$ cat config.mk
export PLATFORM = sky130hd
export DESIGN_NAME = mem_ctrl
export DESIGN_NICKNAME = d
export VERILOG_FILES = /design/src/rtl/mem_ctrl_pkg.sv /design/src/rtl/mem_ctrl.sv
export SDC_FILE = /design/constraint.sdc
export NUM_CORES = 1
export LEC_CHECK = 0
export ABC_AREA = 1
export BUFFER_PORTS_ARGS = -buffer_cell sky130_fd_sc_hd__buf_4
export CAP_MARGIN = 20
export CORE_UTILIZATION = 53
export DETAILED_ROUTE_END_ITERATION = 10
export GPL_TIMING_DRIVEN = 0
export PLACE_DENSITY = 0.76
export RECOVER_POWER = 25
export SETUP_SLACK_MARGIN = 0.5
export SYNTH_ARGS = -nofsm -noshare
export SYNTH_HDL_FRONTEND = slang
export SYNTH_SLANG_ARGS = --single-unit
$ cat constraint.sdc
create_clock -name clk -period 3.2 [get_ports clk]
set_input_delay 0.64 -clock clk [delete_from_list [all_inputs] [get_ports clk]]
set_output_delay 0.64 -clock clk [all_outputs]
set_load 0.01 [all_outputs]
$ cat src/rtl/mem_ctrl_pkg.sv
// Shared encodings for the RV32I memory controller: FSM states, access sizes
// and the size-to-byte-count mapping used at grant time.
package mem_ctrl_pkg;

   typedef enum logic [2:0] {
      IDLE   = 3'd0,
      IF_RD  = 3'd1,
      MEM_RD = 3'd2,
      MEM_WR = 3'd3,
      DONE   = 3'd4
   } state_t;

   localparam logic [1:0] MEM_SIZE_B = 2'd0;
   localparam logic [1:0] MEM_SIZE_H = 2'd1;
   localparam logic [1:0] MEM_SIZE_W = 2'd2;

   // Size code 3 is not a legal RV32I width; it is treated as a word.
   function automatic logic [2:0] EXE_MEM_BYTES(input logic [1:0] size);
      case (size)
         MEM_SIZE_B: EXE_MEM_BYTES = 3'd1;
         MEM_SIZE_H: EXE_MEM_BYTES = 3'd2;
         default:    EXE_MEM_BYTES = 3'd4;
      endcase
   endfunction

endpackage

$ cat src/rtl/mem_ctrl.sv
// Shares one byte-wide synchronous RAM port between fetch and data access,
// serialising 32-bit accesses into byte transfers (little-endian).
module mem_ctrl
   import mem_ctrl_pkg::*;
#(
   parameter int ADDR_W = 17
) (
   input  logic              clk,
   input  logic              rst,
   input  logic              flush_i,
   input  logic              if_req_i,
   input  logic [31:0]       if_addr_i,
   output logic [31:0]       if_data_o,
   output logic              if_done_o,
   output logic              if_stall_o,
   input  logic              mem_req_i,
   input  logic              mem_we_i,
   input  logic [1:0]        mem_size_i,
   input  logic [31:0]       mem_addr_i,
   input  logic [31:0]       mem_wdata_i,
   output logic [31:0]       mem_data_o,
   output logic              mem_done_o,
   output logic              mem_stall_o,
   output logic [ADDR_W-1:0] ram_addr_o,
   output logic              ram_wr_o,
   output logic [7:0]        ram_dout_o,
   input  logic [7:0]        ram_din_i
);

   state_t            state;
   logic [2:0]        cnt;
   logic [2:0]        nbytes;
   logic [ADDR_W-1:0] base;
   logic [31:0]       wdata;
   logic              is_if;
   logic [31:0]       rbuf;

   logic [2:0]        next;
   logic [1:0]        cap_idx;
   logic [31:0]       buf_upd;

   logic unused_addr_hi;
   assign unused_addr_hi = ^{if_addr_i[31:ADDR_W], mem_addr_i[31:ADDR_W]};

   assign if_stall_o  = if_req_i & ~if_done_o;
   assign mem_stall_o = mem_req_i & ~mem_done_o;

   // RAM data seen in state cycle cnt belongs to the address issued in cnt-1.
   always_comb begin
      next    = cnt + 3'd1;
      cap_idx = cnt[1:0] - 2'd1;
      buf_upd = rbuf;
      buf_upd[{cap_idx, 3'b000} +: 8] = ram_din_i;
   end

   always_ff @(posedge clk) begin
      if (rst) begin
         state      <= IDLE;
         cnt        <= '0;
         nbytes     <= '0;
         base       <= '0;
         wdata      <= '0;
         is_if      <= 1'b0;
         rbuf       <= '0;
         if_done_o  <= 1'b0;
         mem_done_o <= 1'b0;
         if_data_o  <= '0;
         mem_data_o <= '0;
         ram_addr_o <= '0;
         ram_wr_o   <= 1'b0;
         ram_dout_o <= '0;
      end else begin
         if_done_o  <= 1'b0;
         mem_done_o <= 1'b0;
         case (state)
            IDLE: begin
               if (mem_req_i) begin
                  state      <= mem_we_i ? MEM_WR : MEM_RD;
                  base       <= mem_addr_i[ADDR_W-1:0];
                  nbytes     <= EXE_MEM_BYTES(mem_size_i);
                  wdata      <= mem_wdata_i;
                  is_if      <= 1'b0;
                  rbuf       <= '0;
                  cnt        <= '0;
                  ram_addr_o <= mem_addr_i[ADDR_W-1:0];
                  ram_wr_o   <= mem_we_i;
                  ram_dout_o <= mem_wdata_i[7:0];
               end else if (if_req_i && !flush_i) begin
                  state      <= IF_RD;
                  base       <= if_addr_i[ADDR_W-1:0];
                  nbytes     <= 3'd4;
                  is_if      <= 1'b1;
                  rbuf       <= '0;
                  cnt        <= '0;
                  ram_addr_o <= if_addr_i[ADDR_W-1:0];
               end
            end
            MEM_WR: begin
               if (next < nbytes) begin
                  cnt        <= next;
                  ram_addr_o <= base + ADDR_W'(next);
                  ram_dout_o <= wdata[{next[1:0], 3'b000} +: 8];
               end else begin
                  ram_wr_o   <= 1'b0;
                  state      <= DONE;
                  mem_done_o <= 1'b1;
               end
            end
            IF_RD, MEM_RD: begin
               if (state == IF_RD && flush_i) begin
                  state <= IDLE;
               end else begin
                  if (cnt != 3'd0)
                     rbuf <= buf_upd;
                  if (cnt == nbytes) begin
                     state <= DONE;
                     if (is_if) begin
                        if_done_o <= 1'b1;
                        if_data_o <= buf_upd;
                     end else begin
                        mem_done_o <= 1'b1;
                        mem_data_o <= buf_upd;
                     end
                  end else begin
                     cnt <= next;
                     if (next < nbytes)
                        ram_addr_o <= base + ADDR_W'(next);
                  end
               end
            end
            DONE:    state <= IDLE;
            default: state <= IDLE;
         endcase
      end
   end

endmodule

==> summary.txt, run 1 <==
Route
  • Drc violations: 0
  • Via density: 5.37
  • Vias: 8517
  • Drt pass-1 iters: 7
  • Post-Route WL: 24200 um
  • ANT nets after route: 0
  • Initial drt markers: 793
  • Average wire per standard cell: 15.2 um

Critical path
  • Worst setup EP type: flop
  • Crit Path Max Fanout: 12
  • Reg2Reg Depth: 13
  • CP Data Required Time: 3.53 ns
  • Critical Path AT: 2.84 ns
  • Setup Crit Path Kind: reg -> reg
  • Critical Path Source Type: flop

Finish
  • Layout overhead on the synthesized area: 23.5%
  • Post-Layout Inst Area: 10200 um2
  • # fillers: 1384
  • ANT cells: 0
  • Final Util: 67.2%
  • Share of layout cells above drive strength 1: 13.9%
  • Nets: 1511

STA
  • Final Cycle Share: 78.4%
  • Worst-margin pin slew: 0.638 ns
  • Maximum clock rate: 0.399 GHz
  • Minimum clock period: 2.51 ns
  • Final hold violations: 0
  • Setup violators final: 0
  • RSZ-0062 raised after global routing: no
  • Worst relative slew slack: 57.4%
  • Clock Skew: 0.00804 ns
  • Final WS setup: 0.692 ns
  • Count of pins over their slew limit: 0

Die
  • I/O pins: 206
  • Initial core utilization: 54.4%
  • Rows: 45
  • Total die area: 16100 um2
  • Chip height: 127 um
  • Die Span X: 127 um
  • Core footprint: 15200 um2

Clock network
  • Num CTS Buffers: 17
  • Max clock buf depth: 2
  • Hold_buf cts: 0
  • Clock sinks: 183
  • CTS clk-pin slew, worst paths: 0.07 ns
  • CTS tree: built
  • H-tree Lvls: 4
  • CTS Root Cell: clkbuf_16
  • Worst-Skew Late Latency: 0.43 ns

Logic synthesis
  • Netlist cell types: 37
  • Mapped cell area: 8270 um2
  • Synth Instances: 1189
  • Post-synth top area share: 44.3%
  • Synth Warn #: 0
  • Area leader, netlist: dfxtp_1
  • Synth top cells by count: 356 x nand2_1, 183 x dfxtp_1, 165 x a21oi_1
  • Main synth FF type: dfxtp_1
  • Top post-synthesis cells by area: dfxtp_1 44%, nand2_1 16%, a21oi_1 10%
  • Post-synth ARST share: 0%
  • Count leader, synth: nand2_1
  • Post-synth net total: 1314
  • Syn Area/Cell: 6.96 um2
  • Post-synth EDFFs: 0
  • Register area share after synthesis: 44.3%
  • Seq cells post-synth: 183

Pwr
  • Reg power frac: 35.5%
  • Psw: 3280 uW
  • Internal power: 4810 uW
  • Pwr Density: 792 nW/um2
  • Clock share of power: 25.0%
  • Pleak: 0.00402 uW
  • Total power: 8090 uW
  • Sw frac: 40.5%
  • Logic pwr share: 39.5%
  • Worst vdd rail ir drop: 0.000486 V

Placed design
  • Placed cell area: 9810 um2
  • Input/output buffers: 174
  • Placer Congestion: 0.912
  • Pre-CTS worst setup slack: -0.388 ns
  • HPWL Detailed: 17800 um

Global route
  • Largest net degree at the start of global routing: 17
  • Vias in the first global route: 7882
  • GR Overflow Total: 0
  • Initial antenna violation count: 0
  • Total GRT Usage: 30.4%
  • First-pass GRT wire length: 38600 um

Min path
  • Worst hold path cell count: 2
  • Worst Hold Class: reg -> reg

Job
  • Maxcap violations: 0

Outcome
  • Outcome: completed
worst max-delay path, cell delays in order (launching register included):
cell     delay, ns
dfxtp_4       0.38
inv_1         0.06
buf_4         0.19
ha_4          0.29
inv_1         0.06
buf_4         0.18
fa_2          0.38
inv_1         0.06
nand3_1       0.11
a21oi_2       0.29
xor2_1        0.20
nor2_1        0.06
nor2_1        0.10
nor2_1        0.05
registers in the layout, indices dropped and copies added, names as in the netlist, 3 cells and up:
register / flops
ram_dout_o: 8
wdata: 32
state: 3
base: 17
nbytes: 3
cnt: 3
ram_addr_o: 17
if_data_o: 32
rbuf: 32
mem_data_o: 32
metal layers:
layer	up-vias	wire, um	track usage (%)
met4	0	759	13.8
met1	3880	10400	38.0
met2	340	11500	51.8
li1	4247	-	-
met3	50	1510	4.72
met5	-	0	0
power by group through the flow:
stage                     clock network (uW)  logic [uW]  registers (uW)
final                                   2020        3200            2870
after global routing                    2120        3540            2910
after CTS                               2020        3180            2870
after detailed placement                   0        3110            2920
after global placement                     0        3060            2910
after floorplan                            0        2040            2920
logic make-up after synthesis:
group / after synthesis / share of synthesized area (%)
flops: 183 / 44.3
mux: 3 / 0.363
fa+ha+maj: 13 / 2.06
simple gates: 498 / 24.2
xor+xnor: 5 / 0.529
buf+inv: 191 / 9.59
compound gates: 296 / 19.0
layout make-up:
class | count | area [um2] | share of cell area [%]
Multi-Input combinational cell | 815 | 3850 | 37.7
Sequential cell | 183 | 3670 | 35.9
Timing Repair Buffer | 178 | 1080 | 10.6
Clock buffer | 22 | 474 | 4.64
Inverter | 122 | 459 | 4.50
Buffer | 69 | 349 | 3.42
Tap cell | 188 | 235 | 2.30
Clock inverter | 9 | 92.6 | 0.907
through the flow:
step / hold WS (ns) / setup TNS (ns) / cells
after CTS: 0.455 / 0 / 1585
after floorplan: 0.429 / 0 / 1189
final: 0.456 / 0 / 1586
after global routing: 0.470 / 0 / 1586
after global placement: 0.438 / -1.64 / 1551
after detailed placement: 0.444 / -1.74 / 1551
what timing repair did:
| action | 4_1_cts | 5_1_grt |
|---|---|---|
| gates resized for setup | 11 | 12 |
| setup endpoints to repair | 34 | 17 |
| setup buffers | 3 | 1 |
| pin swaps | 2 | 1 |
worst paths after layout:
kind                                       to      start  slack [ns]
worst max register to register  ram_addr_o[6]     cnt[0]        0.69
worst min-delay path                wdata[10]  wdata[10]        0.46
worst max-delay path            ram_addr_o[6]     cnt[0]        0.69
worst min register to register      wdata[10]  wdata[10]        0.46
layout by cell type, fill, tap and decap left out, types with 3 or more instances in the layout:
cell type	count
clkbuf_16	17
a21oi_1	164
buf_4	114
mux2i_1	3
a211oi_1	3
a31oi_1	9
inv_2	8
o22ai_1	25
nor2_1	76
nand3_1	42
clkbuf_1	108
o21ai_1	5
buf_6	6
nor3_1	3
nand4_1	10
clkbuf_8	3
nand2_1	354
xor2_1	4
inv_1	111
clkinvlp_4	6
o221ai_1	8
buf_2	18
o21ai_0	78
ha_1	11
dfxtp_1	182
Note: power is estimated with default switching activity, not from simulation.
==> run 2: changes to the inputs <==
- CORE_UTILIZATION: 53 -> 48
- PLACE_DENSITY: 0.76 -> 0.72
- clock period: 3.2 -> 2.3 ns (I/O delays scaled with it)
==> run 2 against run 1 <==
Net effect: the flow now finishes with violations (negative setup slack); clock power rose by 42%; worst hold slack worse by 0.15 ns; first-iteration DRC count rose by 8.8%; combinational power increased by 130%; sequential share of layout area decreased by 6.4 points; final area increased by 22%; die area increased by 10%; worst setup slack got worse by 0.70 ns; final cell count up 5.4%; global-route usage is 0.16 points higher.
==> summary.txt, run 2 (synthesis gave the netlist of run 1 again) <==
Outcome
  • Outcome: finished with violations
  • Failing checks: negative setup slack

Critical path
  • Reg2Reg Depth: 14
  • Critical Path Source Type: flop
  • Dominant delay contributor by cell family on the critical path: adder cells
  • Crit path buf inv count: 5
  • Slowest stage delay, CP: 0.38 ns
  • Setup crit end: ram_addr_o[12]
  • R2r setup slk: -0.009 ns
  • Worst r2r dst: ram_addr_o[12]
  • Worst path cell trace: inv_4 > clkbuf_16 > ha_4 > inv_4 > clkbuf_16 > fa_2 > inv_2 > nand3_4 > nand2_4 > nand2_4 > o21ai_2 > nand3_1 > nand2_1 > a21oi_2
  • CP Data Required Time: 2.60 ns
  • Critical Path AT: 2.61 ns
  • Setup Crit Path Kind: reg -> reg
  • WP depth: 14
  • Worst setup EP type: flop
  • Worst Setup SP: cnt[0]
  • Critical Path Slowest Stage Cell: dfxtp_4
  • RR Startpoint: cnt[0]
  • Crit Path Max Fanout: 6

STA
  • TNS Setup: -0.0187 ns
  • Count of pins over their slew limit: 0
  • Maximum clock rate: 0.433 GHz
  • Hold_ws: 0.303 ns
  • Clock Skew: 0.0122 ns
  • Final WS setup: -0.00938 ns
  • Minimum clock period: 2.31 ns
  • Worst relative slew slack: 52.2%
  • Setup violators final: 3
  • Final Cycle Share: 100%
  • RSZ-0062 raised after global routing: yes
  • Worst-margin pin slew: 0.717 ns
  • Final hold violations: 0

Placed design
  • HPWL Detailed: 18100 um
  • Placed cell area: 10000 um2
  • Placer Congestion: 0.931
  • Input/output buffers: 174

Clock network
  • H-tree Lvls: 4
  • CTS tree: built
  • CTS Root Cell: clkbuf_16
  • Clock sinks: 183
  • Max clock buf depth: 2
  • Num CTS Buffers: 17
  • Worst-Skew Late Latency: 0.44 ns
  • CTS clk-pin slew, worst paths: 0.07 ns

Route
  • Average wire per standard cell: 18.5 um
  • Drc violations: 0
  • Drt pass-1 iters: 5
  • Via density: 5.70
  • ANT nets after route: 0
  • Initial drt markers: 863
  • Post-Route WL: 31000 um
  • Vias: 9528

Pwr
  • Psw: 5890 uW
  • Sw frac: 41.6%
  • Worst vdd rail ir drop: 0.000757 V
  • Internal power: 8260 uW
  • Pwr Density: 1140 nW/um2
  • Reg power frac: 28.5%
  • Clock share of power: 20.3%
  • Logic pwr share: 51.2%
  • Total power: 14100 uW
  • Pleak: 0.00484 uW

Die
  • Die Span X: 133 um
  • Initial core utilization: 49.5%
  • I/O pins: 206
  • Total die area: 17800 um2
  • Core footprint: 16700 um2
  • Chip height: 133 um
  • Rows: 47

Global route
  • GR Overflow Total: 0
  • Vias in the first global route: 8584
  • Largest net degree at the start of global routing: 17
  • Initial antenna violation count: 0
  • First-pass GRT wire length: 43000 um
  • Total GRT Usage: 30.6%

Finish
  • Register area: 3670 um2
  • Layout overhead on the synthesized area: 50.5%
  • # fillers: 1279
  • Commonest non-fill, non-tap cell in the layout: nand2_1
  • Area occupied by multi-input gates: 5030 um2
  • Most frequent cells in the layout: 274 x nand2_1, 180 x dfxtp_1, 140 x buf_4
  • Nets: 1566
  • Final Util: 74.5%
  • Post-Layout Inst Area: 12400 um2
  • ANT cells: 0
  • Share of layout cells above drive strength 1: 33.0%

Job
  • Maxcap violations: 0

Min path
  • Worst hold path cell count: 3
  • Min-delay src: mem_wdata_i[24]
  • Worst Hold Class: in -> reg
[run 2: cell types whose count changed in the layout (fill, tap and decap cells not counted), sizes merged]
cell | before | now
clkbuf | 130 | 127
buf | 139 | 196
clkinv | 3 | 8
inv | 121 | 122
clkinvlp | 6 | 0
[run 2: worst min-delay path, stage by stage]
cell,delay (ns)
buf_4,0.07
o21ai_0,0.07
a21oi_1,0.10
[run 2: power groups by stage]
| stage | clock [uW] | combinational, uW | sequential [uW] |
|---|---|---|---|
| 6_report | 2870 | 7240 | 4030 |
| 3_5_place_dp | 0 | 4650 | 4070 |
| 2_1_floorplan | 0 | 3120 | 4070 |
| 4_1_cts | 2860 | 5930 | 4010 |
| 3_3_place_gp | 0 | 4600 | 4060 |
| 5_1_grt | 2990 | 7700 | 4080 |
[run 2: area by class of cell]
cell class / count / share of cell area [%]
Multi-Input combinational cell: 815 / 40.4
Sequential cell: 183 / 29.5
Timing Repair Buffer: 233 / 14.5
Buffer: 69 / 4.91
Inverter: 122 / 3.96
Clock buffer: 21 / 3.78
Tap cell: 220 / 2.21
Clock inverter: 9 / 0.744
[run 2: repair_timing]
action / 4_1_cts / 5_1_grt
endpoints found under the hold margin: 0 / 0
pin swaps: 28 / 51
gates resized for setup: 153 / 255
gates cloned: 5 / 7
setup endpoints to repair: 144 / 175
hold buffers: 0 / 0
setup buffers: 35 / 12
[run 2: per-stage QoR]
| step | std cells | setup slack, ns |
|---|---|---|
| after floorplan | 1189 | 0.163 |
| after global placement | 1583 | -0.233 |
| after detailed placement | 1583 | -0.253 |
| after CTS | 1653 | 0.0543 |
| after global routing | 1672 | -0.0972 |
| final | 1672 | -0.00938 |
[run 2: worst min-delay path by stage]
stage / to / slack [ns]
after CTS: ram_dout_o[6] / 0.30
after global placement: wdata[6] / 0.44
after global routing: ram_dout_o[7] / 0.31
after detailed placement: wdata[4] / 0.44
final: wdata[24] / 0.30
after floorplan: wdata[1] / 0.43
[run 2: per-layer routing]
| metal | vias up | global-route usage [%] | routed length [um] |
|---|---|---|---|
| li1 | 4389 | - | - |
| met1 | 4462 | 39.6 | 12200 |
| met2 | 537 | 48.6 | 14700 |
| met3 | 140 | 6.28 | 2460 |
| met4 | 0 | 15.0 | 1620 |
| met5 | - | 0 | 0 |
